**src/rtl/usb_rx_packet_decoder.sv**
```systemverilog
`default_nettype none
// ============================================================================
// Module   : usb_rx_packet_decoder
// Purpose  : Decodes the UTMI receive stream into token, SOF, handshake and
//            CRC-stripped data payload events, with PID, CRC and length checks.
// Revision : 1.0 - initial release
// ============================================================================
module usb_rx_packet_decoder #(
   parameter int MAX_PAYLOAD = 1024
) (
   input  logic        ulpi_clk60_i,
   input  logic        ulpi_rst_i,
   input  logic [7:0]  utmi_data_in_i,
   input  logic        utmi_rxvalid_i,
   input  logic        utmi_rxactive_i,
   input  logic        utmi_rxerror_i,
   output logic        token_valid_o,
   output logic [3:0]  token_pid_o,
   output logic [6:0]  token_addr_o,
   output logic [3:0]  token_ep_o,
   output logic        sof_valid_o,
   output logic [10:0] frame_num_o,
   output logic        hshake_valid_o,
   output logic [3:0]  hshake_pid_o,
   output logic        data_start_o,
   output logic [3:0]  data_pid_o,
   output logic        data_valid_o,
   output logic [7:0]  data_o,
   output logic        data_end_o,
   output logic        data_crc_ok_o,
   output logic        rx_error_o
);

   typedef enum logic [2:0] {
      ST_IDLE    = 3'd0,
      ST_TOKEN   = 3'd1,
      ST_DATA    = 3'd2,
      ST_HSHAKE  = 3'd3,
      ST_DISCARD = 3'd4
   } state_t;

   localparam logic [11:0] C_MAX_LEN = 12'(MAX_PAYLOAD + 2);

   state_t       r_state;
   logic         r_active_q;
   logic         r_skip;
   logic         r_err;
   logic [3:0]   r_pid;
   logic [10:0]  r_cnt;
   logic [4:0]   r_crc5;
   logic [15:0]  r_crc16;
   logic [10:0]  r_field;
   logic [7:0]   r_hold0;
   logic [7:0]   r_hold1;
   logic [1:0]   r_hold_cnt;

   logic         w_accept;
   logic         w_eop;
   logic         w_pid_ok;
   logic [10:0]  w_cnt_next;
   logic [4:0]   w_crc5_next;
   logic [15:0]  w_crc16_next;
   logic         w_emit;
   logic         w_tok_good;
   logic         w_hs_good;
   logic         w_data_good;

   // Bit-serial CRC steps unrolled over one byte, LSB first.
   function automatic logic [4:0] crc5_byte(input logic [4:0] crc, input logic [7:0] din);
      logic [4:0] c;
      c = crc;
      for (int i = 0; i < 8; i++) begin
         if (din[i] ^ c[4]) c = {c[3:0], 1'b0} ^ 5'h05;
         else               c = {c[3:0], 1'b0};
      end
      return c;
   endfunction

   function automatic logic [15:0] crc16_byte(input logic [15:0] crc, input logic [7:0] din);
      logic [15:0] c;
      c = crc;
      for (int i = 0; i < 8; i++) begin
         if (din[i] ^ c[15]) c = {c[14:0], 1'b0} ^ 16'h8005;
         else                c = {c[14:0], 1'b0};
      end
      return c;
   endfunction

   assign w_accept     = utmi_rxactive_i & utmi_rxvalid_i;
   assign w_eop        = r_active_q & ~utmi_rxactive_i;
   assign w_pid_ok     = (utmi_data_in_i[7:4] == ~utmi_data_in_i[3:0]);
   assign w_cnt_next   = (r_cnt == 11'h7FF) ? r_cnt : r_cnt + 11'd1;
   assign w_crc5_next  = crc5_byte(r_crc5, utmi_data_in_i);
   assign w_crc16_next = crc16_byte(r_crc16, utmi_data_in_i);
   assign w_emit       = ({1'b0, w_cnt_next} <= C_MAX_LEN);
   assign w_tok_good   = (r_cnt == 11'd2) && (r_crc5 == 5'h0C) && !r_err;
   assign w_hs_good    = (r_cnt == 11'd0) && !r_err;
   assign w_data_good  = (r_cnt >= 11'd2) && ({1'b0, r_cnt} <= C_MAX_LEN) &&
                         (r_crc16 == 16'h800D) && !r_err;

   always_ff @(posedge ulpi_clk60_i or posedge ulpi_rst_i) begin
      if (ulpi_rst_i) begin
         r_state        <= ST_IDLE;
         r_active_q     <= 1'b0;
         r_skip         <= 1'b1;
         r_err          <= 1'b0;
         r_pid          <= 4'd0;
         r_cnt          <= 11'd0;
         r_crc5         <= 5'h1F;
         r_crc16        <= 16'hFFFF;
         r_field        <= 11'd0;
         r_hold0        <= 8'd0;
         r_hold1        <= 8'd0;
         r_hold_cnt     <= 2'd0;
         token_valid_o  <= 1'b0;
         token_pid_o    <= 4'd0;
         token_addr_o   <= 7'd0;
         token_ep_o     <= 4'd0;
         sof_valid_o    <= 1'b0;
         frame_num_o    <= 11'd0;
         hshake_valid_o <= 1'b0;
         hshake_pid_o   <= 4'd0;
         data_start_o   <= 1'b0;
         data_pid_o     <= 4'd0;
         data_valid_o   <= 1'b0;
         data_o         <= 8'd0;
         data_end_o     <= 1'b0;
         data_crc_ok_o  <= 1'b0;
         rx_error_o     <= 1'b0;
      end else begin
         token_valid_o  <= 1'b0;
         sof_valid_o    <= 1'b0;
         hshake_valid_o <= 1'b0;
         data_start_o   <= 1'b0;
         data_valid_o   <= 1'b0;
         data_end_o     <= 1'b0;
         rx_error_o     <= 1'b0;
         r_active_q     <= utmi_rxactive_i;
         // A reset inside a packet leaves the rest of that packet unparsed.
         if (!utmi_rxactive_i) r_skip <= 1'b0;

         if (w_eop) begin
            case (r_state)
               ST_TOKEN: begin
                  if (w_tok_good) begin
                     if (r_pid == 4'h5) begin
                        sof_valid_o <= 1'b1;
                        frame_num_o <= r_field;
                     end else begin
                        token_valid_o <= 1'b1;
                        token_pid_o   <= r_pid;
                        token_addr_o  <= r_field[6:0];
                        token_ep_o    <= r_field[10:7];
                     end
                  end else begin
                     rx_error_o <= 1'b1;
                  end
               end
               ST_DATA: begin
                  data_end_o    <= 1'b1;
                  data_crc_ok_o <= w_data_good;
                  rx_error_o    <= !w_data_good;
               end
               ST_HSHAKE: begin
                  if (w_hs_good) begin
                     hshake_valid_o <= 1'b1;
                     hshake_pid_o   <= r_pid;
                  end else begin
                     rx_error_o <= 1'b1;
                  end
               end
               ST_DISCARD: rx_error_o <= r_err;
               default: ;
            endcase
            r_state    <= ST_IDLE;
            r_err      <= 1'b0;
            r_hold_cnt <= 2'd0;
         end else begin
            case (r_state)
               ST_IDLE: begin
                  r_err <= utmi_rxactive_i &
                           (r_err | utmi_rxerror_i | (w_accept & !r_skip & !w_pid_ok));
                  if (w_accept && !r_skip) begin
                     r_pid      <= utmi_data_in_i[3:0];
                     r_cnt      <= 11'd0;
                     r_crc5     <= 5'h1F;
                     r_crc16    <= 16'hFFFF;
                     r_hold_cnt <= 2'd0;
                     if (!w_pid_ok) begin
                        r_state <= ST_DISCARD;
                     end else if (utmi_data_in_i[1:0] == 2'b01 || utmi_data_in_i[3:0] == 4'h4) begin
                        r_state <= ST_TOKEN;
                     end else if (utmi_data_in_i[1:0] == 2'b11) begin
                        r_state      <= ST_DATA;
                        data_start_o <= 1'b1;
                        data_pid_o   <= utmi_data_in_i[3:0];
                     end else if (utmi_data_in_i[1:0] == 2'b10) begin
                        r_state <= ST_HSHAKE;
                     end else begin
                        r_state <= ST_DISCARD;
                     end
                  end
               end
               default: begin
                  r_err <= r_err | (utmi_rxactive_i & utmi_rxerror_i);
                  if (w_accept) begin
                     r_cnt <= w_cnt_next;
                     if (r_state == ST_TOKEN) begin
                        r_crc5 <= w_crc5_next;
                        if (r_cnt == 11'd0) r_field[7:0]  <= utmi_data_in_i;
                        if (r_cnt == 11'd1) r_field[10:8] <= utmi_data_in_i[2:0];
                     end
                     if (r_state == ST_DATA) begin
                        r_crc16 <= w_crc16_next;
                        // Two-byte holdback: the final two bytes are the CRC.
                        case (r_hold_cnt)
                           2'd0: begin
                              r_hold0    <= utmi_data_in_i;
                              r_hold_cnt <= 2'd1;
                           end
                           2'd1: begin
                              r_hold1    <= utmi_data_in_i;
                              r_hold_cnt <= 2'd2;
                           end
                           default: begin
                              if (w_emit) begin
                                 data_valid_o <= 1'b1;
                                 data_o       <= r_hold0;
                              end
                              r_hold0 <= r_hold1;
                              r_hold1 <= utmi_data_in_i;
                           end
                        endcase
                     end
                  end
               end
            endcase
         end
      end
   end

endmodule
`default_nettype wire
```
**config.mk**
```make
export PLATFORM = sky130hd
export DESIGN_NAME = usb_rx_packet_decoder
export DESIGN_NICKNAME = d
export VERILOG_FILES = /design/src/rtl/usb_rx_packet_decoder.sv
export SDC_FILE = /design/constraint.sdc
export NUM_CORES = 1
export LEC_CHECK = 0
export BUFFER_PORTS_ARGS = -buffer_cell sky130_fd_sc_hd__buf_2
export CAP_MARGIN = 20
export CELL_PAD_IN_SITES_DETAIL_PLACEMENT = 0
export CELL_PAD_IN_SITES_GLOBAL_PLACEMENT = 1
export CORE_MARGIN = 2
export CORE_UTILIZATION = 49
export CTS_BUF_LIST = sky130_fd_sc_hd__clkbuf_8
export DETAILED_ROUTE_END_ITERATION = 8
export PLACE_DENSITY_LB_ADDON = 0.1
export SLEW_MARGIN = 20
export SYNTH_ARGS = -nofsm -noshare
export SYNTH_HDL_FRONTEND = slang
export SYNTH_SLANG_ARGS = --single-unit
```
**constraint.sdc**
```tcl
create_clock -name ulpi_clk60_i -period 3.78 [get_ports ulpi_clk60_i]
set_input_delay 0 -clock ulpi_clk60_i [delete_from_list [all_inputs] [get_ports ulpi_clk60_i]]
set_output_delay 0 -clock ulpi_clk60_i [all_outputs]
set_load 0.1 [all_outputs]
```
==> run_results.csv <==
group,metric,value,unit
run_status,status,"finished, final reports clean",
global_routing,grt_max_degree,79,
yosys,yosysWarnings,0,
cells_and_area,diodes,0,
yosys,yosys.area.top_type_share,43.06,%
floorplan,initial_core_util,50.38,%
floorplan,die_area,0.01262,sq mm
yosys,yosys.area.top_type,"dfrtp_1",
power_and_ir_drop,leakagePower,3.242,nW
cts,cts_setup_buffers,0,
sta,period_share,71.11,%
global_routing,use_met2,35.54,%
sta,fin_skew,11.52,ps
sta,worstMarginPinSlew,679.9,ps
cts,cts_root_buffer,"clkbuf_8",
placed_design,placed_cells,682,
placed_design,port_buffers,62,
yosys,synthMostInstantiatedCell,"dfrtp_1",
drt,wl,13250,um
cts,cts_resized,0,
global_routing,grtUsageTotal,22.32,%
sta,relSlewSlack,54.32,%
sta,drv_slew,0,
cts,cts.htree.levels,4,
cells_and_area,finalNonFillerCells,726,
global_routing,antenna_found_initial,0,
setup_path,start_kind,"flop",
cts,cts.reportedPaths.clkPinSlew,70,ps
yosys,syn_area,0.005753,sq mm
drt,drt-wirelength-per-cell,18.25,um
setup_path,slowest_stage,"or2_1",
setup_path,cp.buffers_inverters,1,
floorplan,die_h,112.4,um
placed_design,post-dp-hpwl,9179,um
setup_path,arrival,3020,ps
yosys,yosys-top-cells-area,"dfrtp_1 43%, mux2_2 12%, dfstp_2 10%, xnor2_1 4.7%, nand2_1 2.4%",
sta,whs,48.37,ps
cells_and_area,final_core_util,58.70,%
setup_path,required,4110,ps
global_routing,grt_pass1_vias,4212,
sta,hold_viol_final,0,
yosys,synth_seq_cells,121,
sta,final.setup.tns,0,ps
global_routing,busiest_layer,"met2",
global_routing,gr-usage-met3,4.806,%
yosys,syn-instance-count,498,
setup_path,slowest_delay,490,ps
floorplan,pin_count,63,
global_routing,grt_pass1_wl,21760,um
drt,via_count,4092,
yosys,yosysSeqAreaShare,53.11,%
yosys,syn_avg_cell_area,11.55,sq um
sta,fmax,372.0,MHz
sta,min_period,2688,ps
floorplan,core_area,0.01142,sq mm
global_routing,grt_remaining_overflow,0,
yosys,syn_nets,515,
power_and_ir_drop,p_per_area,449.8,mW/mm^2
setup_path,worstPathMaxFanout,11,
cells_and_area,final_nets,587,
cts,cts_tree,"built",
yosys,synth.distinct_cells,67,
worst_hold_path,holdCritPathClass,"input pin to flop",
cts,clock_path_buffers,2,
setup_path,critical_path_class,"flop to flop",
drt,drtIter0Drc,215,
cts,cts_hold_buf,11,
drt,avgViaCountPerCell,5.636,
drt,drc,0,
cts,cts_made_buffers,17,
power_and_ir_drop,irDropWorstVdd,0.2678,mV
sta,rsz0062_at_grt,"no",
flow_run,drv_cap,0,
yosys,synth_ff_type,"dfrtp_1",
cts,clock_sinks,121,
placed_design,gp_congestion,0.8365,
floorplan,num_rows,39,
setup_path,critPathTopFamily,"simple AND/OR/NAND/NOR gates",
floorplan,die_w,112.4,um
cells_and_area,drive_gt1_share,33.96,%
sta,setup-violations-final,0,
yosys,netlist_top_cells_count,"99 x dfrtp_1, 59 x mux2_2, 37 x nand2_1",
drt,drt-pass1-iter-count,5,
yosys,synth_edf_count,0,
global_routing,met1_usage,29.91,%
cts,insertion_delay,450,ps
drt,ant_nets,0,
power_and_ir_drop,total_power,3.015,mW
setup_path,endpoint_kind,"flop",
yosys,async_flop_share,100.0,%
setup_path,path_cells,"nor3_1 -> and4_1 -> nand3_1 -> or2_1 -> inv_1 -> mux2_2",
cells_and_area,area_growth,16.51,%
[cells by family (layout without fill, tap and decap cells)]
kind of cell	count (synthesis)	count (layout)	share of synthesized area (%)
DFF	121	121	53.11
buffers and inverters	42	127	3.414
adders and majority gates	4	4	0.8700
AOI/OAI and AO/OA	88	88	10.68
muxes	59	59	11.55
xor gates and xnor gates	44	44	7.656
and+or+nand+nor	140	140	12.72
[final timing paths]
kind	from	end	slack (ps)	cells after the start
worst max-delay path	r_cnt[7]$_DFFE_PP0P_	token_addr_o[4]$_DFFE_PP0P_	1090	6
worst min-delay path	utmi_rxvalid_i	data_valid_o$_DFF_PP0_	50	3
worst min register to register	data_pid_o[1]$_DFFE_PP0P_	data_pid_o[1]$_DFFE_PP0P_	470	1
min in group asynchronous	ulpi_rst_i	token_pid_o[1]$_DFFE_PP0P_	80	3
worst max register to register	r_cnt[7]$_DFFE_PP0P_	token_addr_o[4]$_DFFE_PP0P_	1090	6
max in group asynchronous	ulpi_rst_i	r_skip$_DFFE_PP1N_	3020	4
[worst reg2reg max path, stage by stage (launching register included)]
cell and delay (ps):
dfrtp_1 480, nor3_1 410, and4_1 420, nand3_1 160, or2_1 490, inv_1 260, mux2_2 360
[area by class of cell]
type / count / area, sq um
clock buffer: 23 / 316.6
clock inverter: 9 / 95.09
fill: 1004 / 4716
inverter: 14 / 55.05
multi-input combinational: 335 / 2501
sequential: 121 / 3055
tap: 143 / 178.9
timing repair buffer: 81 / 500.5
[layer usage]
metal / vias to the layer above / wire, um / share of wire, %
met4: 0 / 228 / 1.7
met2: 94 / 6514 / 49
li1: 1907 / - / -
met1: 2072 / 6027 / 45
met5: - / 0 / 0
met3: 19 / 479 / 3.6
[state kept, by name, indices dropped and copies added (netlist names), 2 cells and up]
register,flops
r_hold0,8
token_pid_o,4
hshake_pid_o,4
r_hold1,8
data_o,8
r_hold_cnt,2
frame_num_o,11
token_ep_o,4
r_crc16,16
r_state,3
r_pid,4
data_pid_o,4
r_field,11
token_addr_o,7
r_cnt,11
r_crc5,5
[cell usage in the layout (no fill, tap or decap), types with 4 or more instances in the layout]
cell	count
nor4_1	7
clkbuf_8	23
a22oi_1	7
mux2_2	59
nor3_1	12
o21ai_0	22
buf_2	62
inv_1	15
nand3_1	9
clkinv_2	4
dfstp_2	22
a21oi_1	19
nand2b_1	5
dfrtp_1	99
o22a_1	13
and3_1	4
nand2_1	37
ha_1	4
xor2_1	9
nand4_1	7
buf_4	7
xnor2_1	31
xnor3_1	4
dlygate4sd3_1	11
nor2_1	29
[power by group]
| group | leakage [nW] | switching (mW) | internal, mW | total (mW) |
|---|---|---|---|---|
| Clock | 0.220 | 0.502 | 0.682 | 1.18 |
| Sequential | 1.60 | 0.0634 | 1.36 | 1.42 |
| Combinational | 1.43 | 0.239 | 0.169 | 0.408 |
[through the flow]
step / setup slack [ps] / cell area [sq um]
6_report: 1092 / 6703
4_1_cts: 1101 / 6675
3_5_place_dp: 1120 / 6153
5_1_grt: 880.5 / 6703
3_3_place_gp: 1174 / 6153
2_1_floorplan: 602.2 / 5753
(Power assumes the default switching activity.)
